$ cat config.mk
export PLATFORM = sky130hd
export DESIGN_NAME = layer_compositor
export DESIGN_NICKNAME = d
export VERILOG_FILES = /design/src/rtl/layer_compositor.sv
export SDC_FILE = /design/constraint.sdc
export NUM_CORES = 1
export LEC_CHECK = 0
export CORE_MARGIN = 10
export CORE_UTILIZATION = 42
export DETAILED_ROUTE_END_ITERATION = 10
export GPL_TIMING_DRIVEN = 0
export PLACE_DENSITY = 0.77
export SYNTH_ARGS = -nofsm -noshare
export SYNTH_HDL_FRONTEND = slang
export SYNTH_SLANG_ARGS = --single-unit
$ cat constraint.sdc
create_clock -name clk -period 1.5 [get_ports clk]
set_input_delay 0.15 -clock clk [delete_from_list [all_inputs] [get_ports clk]]
set_output_delay 0.15 -clock clk [all_outputs]
set_load 0.05 [all_outputs]
$ cat src/rtl/layer_compositor.sv
`default_nettype none
// ============================================================================
//  Module      : layer_compositor
//  Description : Two-stage pipelined priority compositor. Merges NUM_LAYERS
//                renderer layers plus a background colour into one RGB
//                stream. Adds frame-synchronous layer enables, per-layer
//                blinking and a per-frame overlap (collision) flag. Sync and
//                display-enable are delayed to stay aligned with colour.
//  Revision    : 1.0 - initial release
// ============================================================================
module layer_compositor #(
    parameter int NUM_LAYERS   = 4,
    parameter int COLOR_W      = 8,
    parameter int BLINK_FRAMES = 30
) (
    input  logic                            clk,
    input  logic                            reset,
    input  logic                            display_area,
    input  logic                            hsync_in,
    input  logic                            vsync_in,
    input  logic [NUM_LAYERS-1:0]           layer_draw,
    input  logic [NUM_LAYERS*3*COLOR_W-1:0] layer_rgb,
    input  logic [3*COLOR_W-1:0]            bg_rgb,
    input  logic [NUM_LAYERS-1:0]           layer_enable,
    input  logic [NUM_LAYERS-1:0]           blink_mask,
    output logic [COLOR_W-1:0]              r,
    output logic [COLOR_W-1:0]              g,
    output logic [COLOR_W-1:0]              b,
    output logic                            hsync,
    output logic                            vsync,
    output logic                            de_out,
    output logic                            overlap
);

    localparam int PIX_W = 3 * COLOR_W;
    localparam int IDX_W = (NUM_LAYERS > 1) ? $clog2(NUM_LAYERS) : 1;
    localparam int CNT_W = (BLINK_FRAMES > 1) ? $clog2(BLINK_FRAMES) : 1;
    localparam logic [CNT_W-1:0] CNT_MAX = CNT_W'(BLINK_FRAMES - 1);

    // Stage-1 pixel source codes
    localparam logic [1:0] SEL_BLANK = 2'd0;
    localparam logic [1:0] SEL_BG    = 2'd1;
    localparam logic [1:0] SEL_LAYER = 2'd2;

    // Frame-level control state
    logic [NUM_LAYERS-1:0]           r_enable_q;
    logic [NUM_LAYERS-1:0]           r_blink_q;
    logic [CNT_W-1:0]                r_frame_cnt;
    logic                            r_blink_phase;
    logic                            r_overlap_acc;

    // Stage-1 registers
    logic [1:0]                      r_sel_s1;
    logic [IDX_W-1:0]                r_idx_s1;
    logic                            r_de_s1;
    logic                            r_hs_s1;
    logic                            r_vs_s1;
    logic [NUM_LAYERS*PIX_W-1:0]     r_layer_rgb_s1;
    logic [PIX_W-1:0]                r_bg_rgb_s1;

    // Stage-2 colour register
    logic [PIX_W-1:0]                r_rgb_s2;

    // Combinational helpers
    logic                            w_fb;
    logic [NUM_LAYERS-1:0]           w_visible;
    logic                            w_any;
    logic                            w_multi;
    logic [IDX_W-1:0]                w_idx;
    logic [1:0]                      w_sel;
    logic [PIX_W-1:0]                w_color;

    // The stage-1 vsync copy doubles as the "previous vsync" for edge detect
    assign w_fb = r_vs_s1 & ~vsync_in;

    // Visibility: drawing, enabled by the shadow mask, and not blanked by blink
    always_comb begin
        w_visible = layer_draw & r_enable_q & ~(r_blink_q & {NUM_LAYERS{r_blink_phase}});
        w_any     = |w_visible;
        // Clearing the lowest set bit leaves something only if two or more are set
        w_multi   = |(w_visible & (w_visible - NUM_LAYERS'(1)));
    end

    // Priority encoder: lowest-index visible layer wins
    always_comb begin
        w_idx = '0;
        for (int i = NUM_LAYERS - 1; i >= 0; i--) begin
            if (w_visible[i]) begin
                w_idx = IDX_W'(i);
            end
        end
    end

    // Pixel source decision for stage 1
    always_comb begin
        w_sel = SEL_BLANK;
        if (display_area) begin
            w_sel = w_any ? SEL_LAYER : SEL_BG;
        end
    end

    // Frame-boundary shadow registers, blink timing and overlap tracking
    always_ff @(posedge clk) begin
        if (!reset) begin
            r_enable_q    <= '1;
            r_blink_q     <= '0;
            r_frame_cnt   <= '0;
            r_blink_phase <= 1'b0;
            r_overlap_acc <= 1'b0;
            overlap       <= 1'b0;
        end else if (w_fb) begin
            r_enable_q    <= layer_enable;
            r_blink_q     <= blink_mask;
            if (r_frame_cnt == CNT_MAX) begin
                r_frame_cnt   <= '0;
                r_blink_phase <= ~r_blink_phase;
            end else begin
                r_frame_cnt   <= r_frame_cnt + CNT_W'(1);
            end
            // Any coincidence in the boundary cycle itself is discarded
            overlap       <= r_overlap_acc;
            r_overlap_acc <= 1'b0;
        end else if (display_area && w_multi) begin
            r_overlap_acc <= 1'b1;
        end
    end

    // Stage 1: register selection, timing signals and a copy of the colours
    always_ff @(posedge clk) begin
        if (!reset) begin
            r_sel_s1       <= SEL_BLANK;
            r_idx_s1       <= '0;
            r_de_s1        <= 1'b0;
            r_hs_s1        <= 1'b1;
            r_vs_s1        <= 1'b1;
            r_layer_rgb_s1 <= '0;
            r_bg_rgb_s1    <= '0;
        end else begin
            r_sel_s1       <= w_sel;
            r_idx_s1       <= w_idx;
            r_de_s1        <= display_area;
            r_hs_s1        <= hsync_in;
            r_vs_s1        <= vsync_in;
            r_layer_rgb_s1 <= layer_rgb;
            r_bg_rgb_s1    <= bg_rgb;
        end
    end

    // Stage-2 colour mux from the stage-1 colour copies
    always_comb begin
        w_color = '0;
        case (r_sel_s1)
            SEL_BG: begin
                w_color = r_bg_rgb_s1;
            end
            SEL_LAYER: begin
                for (int i = 0; i < NUM_LAYERS; i++) begin
                    if (r_idx_s1 == IDX_W'(i)) begin
                        w_color = r_layer_rgb_s1[i*PIX_W +: PIX_W];
                    end
                end
            end
            default: begin
                w_color = '0;
            end
        endcase
    end

    // Stage 2: output registers, syncs kept aligned with colour
    always_ff @(posedge clk) begin
        if (!reset) begin
            r_rgb_s2 <= '0;
            hsync    <= 1'b1;
            vsync    <= 1'b1;
            de_out   <= 1'b0;
        end else begin
            r_rgb_s2 <= w_color;
            hsync    <= r_hs_s1;
            vsync    <= r_vs_s1;
            de_out   <= r_de_s1;
        end
    end

    assign r = r_rgb_s2[3*COLOR_W-1 -: COLOR_W];
    assign g = r_rgb_s2[2*COLOR_W-1 -: COLOR_W];
    assign b = r_rgb_s2[COLOR_W-1:0];

endmodule
`default_nettype wire

# Word level (Yosys, flattened, before mapping)
# Index checks and enable logic that the tools add are counted.
[word_totals]
output_inout_bits = 28
regBits = 170
input_bits = 137
word_cells = 54
[op_classes]
n_mux = 10
n_eq_ne = 6
n_addsub = 2
reduce_logical = 9
bitwise = 9
[ops]
columns = ["op", "n"]
rows = [
  ["$mux 24", 4],
  ["$pmux 24 s2", 1],
  ["$and 4x4->4", 4],
  ["$reduce_or 4->1", 2],
  ["$eq 2x2->1 const B", 3],
  ["$mux 2", 3],
  ["$add 5x1->5 const B", 1],
  ["$eq 5x5->1 const B", 1],
  ["$mux 5", 1],
  ["$eq 2x1->1 const B", 2],
  ["$not 4->4", 1],
  ["$reduce_and 2->1", 2],
  ["$reduce_or 2->1", 2],
  ["$sub 4x1->4 const B", 1],
  ["$not 1->1", 3],
  ["$reduce_or 3->1", 1],
  ["$logic_not 2->1", 1],
  ["$and 1x1->1", 1],
  ["$logic_and 1x1->1", 1],
  ["$mux 1", 1],
]

# Depth between registers and ports, before layout
[depth]
word_depth = 7
mapped_depth = 6
ltp_nobuf = 6

# Worst setup path before layout
# No wires, ideal clock.
[synth_timing]
path_kind = "register to register"
startpoint = "register r_idx_s1[0]"
endpoint = "register r_rgb_s2[12]"
arrival_ps = 1247
period_less_slack_ps = 1375
n_path_buf = 2
t_required_ps = 1372
slack_ps = 125
stages_incl_launch_ff = 6
setup_ps = 128
path_cell_list = "dfxtp_1 buf_6 buf_12 mux4_2 a22oi_2 nor2_1"
[synth_between]
elab_chain_len = 6
elab_cells_between_ends = 9
cone_classes = "eq/ne (3); mux (5); reduce/logical (1)"
[synth_lines]
columns = ["element", "line_no", "rtl"]
rows = [
  ["start, declared", "54", "logic [IDX_W-1:0] r_idx_s1;"],
  ["start signal, assigned", "140", "r_idx_s1 <= w_idx;"],
  ["$logic_not 2->1", "158", "if (r_idx_s1 == IDX_W'(i)) begin"],
  ["$mux 24 (3 in series)", "158", ""],
  ["$mux 24 (*)", "158", ""],
  ["$pmux 24 s2 (*)", "152", "case (r_sel_s1)"],
  ["end signal, assigned", "177", "r_rgb_s2 <= w_color;"],
  ["end, declared", "62", "logic [PIX_W-1:0] r_rgb_s2;"],
]
# Mark *: on every way between the ends. The rest lies on a longest branch, timed or not.
# A chain may end at the register's enable or synchronous reset.

# Final worst setup path
[layout_timing]
startpoint = "register r_idx_s1[0]"
endpoint = "register r_rgb_s2[6]"
# Same word-level chain as after synthesis.

==> out/qor.log <==
[place] total of buffers placed on input and output ports 164
[floorplanning] effective utilization at floorplan 43.1%
[timing] worst hold-check slack 279 ps
[cts] Num Clock Sinks 170
[timing] final clock skew 6.21 ps
[drt] routed via count divided by cell count 4.68
[synth] part of the Yosys area used for sequential elements 59.3%
[worst_setup_path] worst path buffer plus inverter count 2
[place] routability congestion estimate from global placement 0.862
[floorplanning] top-level I/O count 165
[pwr] Pwr per Cell Area 1210 nW/um^2
[cts] clock slew seen by the registers of the worst setup and hold paths 60 ps
[place] total placed instance area 7600 sq um
[pwr] worst-case vdd ir drop 0.000809 V
[cts] cell at the root of the clock tree sky130_fd_sc_hd__clkbuf_16
[synth] Synth Instances 488
[worst_setup_path] critical path required time 1810 ps
[worst_setup_path] most frequent cell on the critical path sky130_fd_sc_hd__buf_12
[worst_setup_path] arrival time at the worst endpoint 1770 ps
[synth] post-synth net total 629
[drt] wire length reported by the detailed router 15.3 mm
[timing] timing-limited maximum frequency 682 MHz
[global_routing] number of global-route vias before repair 4473
[worst_setup_path] cells traversed along the worst timing path buf_12 > buf_12 > mux4_2 > a22oi_2 > nor2_1
[timing] unrepaired setup endpoints after global routing true
[cts] number of H-tree levels 4
[global_routing] wire length of the first global-routing pass 23.6 mm
[worst_hold_path] worst min-delay path class in -> reg
[drt] Vias 4037
[synth] Adder-Cell Fraction of Synth Area 0.873%
[pwr] power after layout 9.97 mW
[cells_and_area] fraction of final layout cells sized beyond drive strength 1 14.3%
[drt] DR DRC count 0
[timing] part of the cycle the worst path needs 97.8%
[worst_setup_path] Critical Path End Type flip-flop
[global_routing] antenna violations before repair 0
[worst_setup_path] cell type group with the largest total delay on the critical path multiplexers
[synth] distinct cell type count after synthesis 32
[worst_setup_path] Startpoint Class flip-flop
[synth] post-synthesis cell area 5740 sq um
[cells_and_area] Area growth syn-to-layout 43.3%
[timing] final period demand of the worst path 1470 ps
[cts] Skew-Pair Late Insertion Delay 420 ps
[pwr] standby leakage power 3.25 nW
[floorplanning] horizontal die dimension 137 um
[timing] Setup-failing EPs final 0
[run] max capacitance violation total 0
[synth] flop and latch count out of synthesis 170
[worst_setup_path] Max FO, Critical Path 6
[synth] mux cell area share after synthesis 9.42%
[cells_and_area] number of filler cells placed in the layout 1066
[worst_setup_path] cell with the biggest individual delay on the critical path sky130_fd_sc_hd__mux4_2
[floorplanning] height of the chip 137 um
[drt] count of antenna-violating nets left after detailed routing 0
[synth] Yosys Warn Count 0
[drt] number of iterations in the first detailed-routing pass 4
[place] half-perimeter wire length after placement 11.7 mm
[synth] combinational family with the most area after synthesis simple AND/OR/NAND/NOR gates
[cts] TritonCTS clock tree yes
[floorplanning] total die area 18700 sq um
[global_routing] global route total overflow 0
[drt] routed wirelength normalized by instance count 17.7 um
[synth] Synth Area in XOR/XNOR 0.153%
[timing] headroom to the max-slew limit 64.9%
[cells_and_area] final std cell area, no fill 8220 sq um
[global_routing] gr usage total 16.5%
[timing] total count of hold-check failures in the final report 0
[synth] fraction of the mapped netlist area in compound gates 6.89%
[cts] CTS buffer count 17
[synth] Avg Cell Area, Syn 11.8 sq um
[cells_and_area] Nets 814
[worst_setup_path] Max stage delay on crit path 550 ps
[cts] number of buffers on the longest clock path 2
[worst_setup_path] category of the most critical setup path reg -> reg
[floorplanning] number of placement rows 42
[floorplanning] Core Area 13300 sq um
[cells_and_area] number of antenna repair diodes 0
[drt] count of routing violations after the opening detailed-route iteration 190
[synth] synthesized-area fraction occupied by and/or/nand/nor cells 20.1%
[timing] final slew viol count 0
[run_status] outcome completed
[global_routing] largest net degree at the start of global routing 17
[timing] slew at the pin closest to its max-slew limit 526 ps
-- what timing repair did --
item / 4_1_cts / 5_1_grt
gates cloned: 1 / 1
gates resized for setup: 37 / 12
buffers inserted: 2 / 0
setup endpoints to repair: 49 / 88
hold buffers: 0 / 0
-- metrics by stage --
stage / worst slack [ps] / instances / utilization, % / setup TNS, ps
finish: 33.7 / 862 / 61.8 / 0
CTS: -2.30 / 861 / 61.5 / -2.30
floorplan: 125 / 488 / - / 0
global placement: -417 / 828 / 57.1 / -38600
global route: -23.5 / 862 / 61.8 / -114
detailed placement: -447 / 828 / 57.1 / -40080
-- kinds of logic (layout without fill, tap and decap cells) --
logic type | after synthesis | after routing
and+or+nand+nor | 209 | 209
adders and majority gates | 4 | 4
buffers and inverters | 36 | 234
AOI/OAI and AO/OA | 44 | 44
xor gates and xnor gates | 1 | 1
DFF | 170 | 170
muxes | 24 | 24
-- per-layer routing --
metal,share of wire [%],up-vias,track usage (%)
li1,-,1993,-
met1,39,1899,18.4
met2,53,121,29.4
met3,6.4,24,4.58
met4,1.6,0,6.32
met5,0,-,0
-- registers in the layout (all words and copies together), names as in the netlist --
name	cells
r_frame_cnt	5
r_hs_s1	1
r_rgb_s2	24
vsync	1
r_sel_s1	2
overlap	1
r_layer_rgb_s1	96
r_de_s1	1
hsync	1
r_overlap_acc	1
r_vs_s1	1
r_blink_phase	1
r_enable_q	4
r_blink_q	4
r_idx_s1	2
r_bg_rgb_s1	24
de_out	1
-- placed cells by master (no fill, tap or decap), types with 4 or more instances in the layout --
cell type / instances
sky130_fd_sc_hd__buf_2: 7
sky130_fd_sc_hd__a21oi_1: 11
sky130_fd_sc_hd__nand3_1: 6
sky130_fd_sc_hd__and2_1: 125
sky130_fd_sc_hd__inv_1: 5
sky130_fd_sc_hd__ha_1: 4
sky130_fd_sc_hd__nor2_1: 32
sky130_fd_sc_hd__mux4_2: 24
sky130_fd_sc_hd__clkbuf_1: 15
sky130_fd_sc_hd__clkinv_2: 4
sky130_fd_sc_hd__clkinvlp_4: 5
sky130_fd_sc_hd__a22oi_2: 21
sky130_fd_sc_hd__nand2_1: 27
sky130_fd_sc_hd__clkdlybuf4s50_1: 136
sky130_fd_sc_hd__clkbuf_2: 5
sky130_fd_sc_hd__clkbuf_16: 18
sky130_fd_sc_hd__nand2b_1: 5
sky130_fd_sc_hd__dfxtp_1: 168
sky130_fd_sc_hd__dlygate4sd2_1: 28
-- report_power, final --
group,switching [mW],internal (mW)
clock,1.72,2.44
sequential,0.0736,4.73
combinational,0.390,0.626
-- cell type report --
cell class / count / area (sq um) / area share [%]
timing repair buffer: 168 / 1680 / 20.4
tap: 176 / 220 / 2.68
clock inverter: 12 / 126 / 1.54
inverter: 5 / 18.8 / 0.228
buffer: 29 / 180 / 2.19
clock buffer: 20 / 437 / 5.31
sequential: 170 / 3410 / 41.4
multi-input combinational: 282 / 2160 / 26.2
-- final timing paths --
check        slack (ps)     startpoint            to  depth (start not counted)
max reg2reg          30    r_idx_s1[0]   r_rgb_s2[6]                          5
max                  30    r_idx_s1[0]   r_rgb_s2[6]                          5
min                 280  blink_mask[3]  r_blink_q[3]                          3
min reg2reg         410        r_hs_s1         hsync                          1
-- synth_stat cells --
master | number | area share [%]
sky130_fd_sc_hd__inv_1 | 5 | 0.33
sky130_fd_sc_hd__nand2_1 | 27 | 1.8
sky130_fd_sc_hd__ha_1 | 4 | 0.87
sky130_fd_sc_hd__clkbuf_1 | 19 | 1.2
sky130_fd_sc_hd__or3_1 | 2 | 0.22
sky130_fd_sc_hd__nor4_1 | 1 | 0.11
sky130_fd_sc_hd__o211ai_1 | 1 | 0.13
sky130_fd_sc_hd__o32a_1 | 1 | 0.17
sky130_fd_sc_hd__o22ai_1 | 3 | 0.33
sky130_fd_sc_hd__nor3b_1 | 2 | 0.26
sky130_fd_sc_hd__dfxtp_1 | 170 | 59
sky130_fd_sc_hd__buf_2 | 7 | 0.61
sky130_fd_sc_hd__a22oi_2 | 20 | 4.4
sky130_fd_sc_hd__and2_1 | 125 | 14
sky130_fd_sc_hd__o2111ai_1 | 1 | 0.15
sky130_fd_sc_hd__buf_1 | 2 | 0.13
sky130_fd_sc_hd__nor3_1 | 3 | 0.26
sky130_fd_sc_hd__nand4_1 | 1 | 0.11
sky130_fd_sc_hd__nor2b_1 | 2 | 0.22
sky130_fd_sc_hd__mux4_2 | 24 | 9.4
sky130_fd_sc_hd__nand2b_1 | 6 | 0.65
sky130_fd_sc_hd__buf_6 | 1 | 0.20
sky130_fd_sc_hd__o21ai_1 | 2 | 0.17
sky130_fd_sc_hd__a22oi_1 | 4 | 0.52
sky130_fd_sc_hd__a21oi_1 | 11 | 0.96
sky130_fd_sc_hd__xor2_1 | 1 | 0.15
sky130_fd_sc_hd__and4_1 | 1 | 0.15
sky130_fd_sc_hd__o21ai_0 | 1 | 0.087
sky130_fd_sc_hd__and3_1 | 1 | 0.11
sky130_fd_sc_hd__buf_12 | 2 | 0.70
sky130_fd_sc_hd__nor2_1 | 32 | 2.1
sky130_fd_sc_hd__nand3_1 | 6 | 0.52
-- worst reg2reg max path, cell delays in order, from the launching register on --
cell and delay (ps):
sky130_fd_sc_hd__dfxtp_2 340, sky130_fd_sc_hd__buf_12 140, sky130_fd_sc_hd__buf_12 130, sky130_fd_sc_hd__mux4_2 550, sky130_fd_sc_hd__a22oi_2 150, sky130_fd_sc_hd__nor2_1 50
No activity file was read; power rests on OpenSTA's default activity.
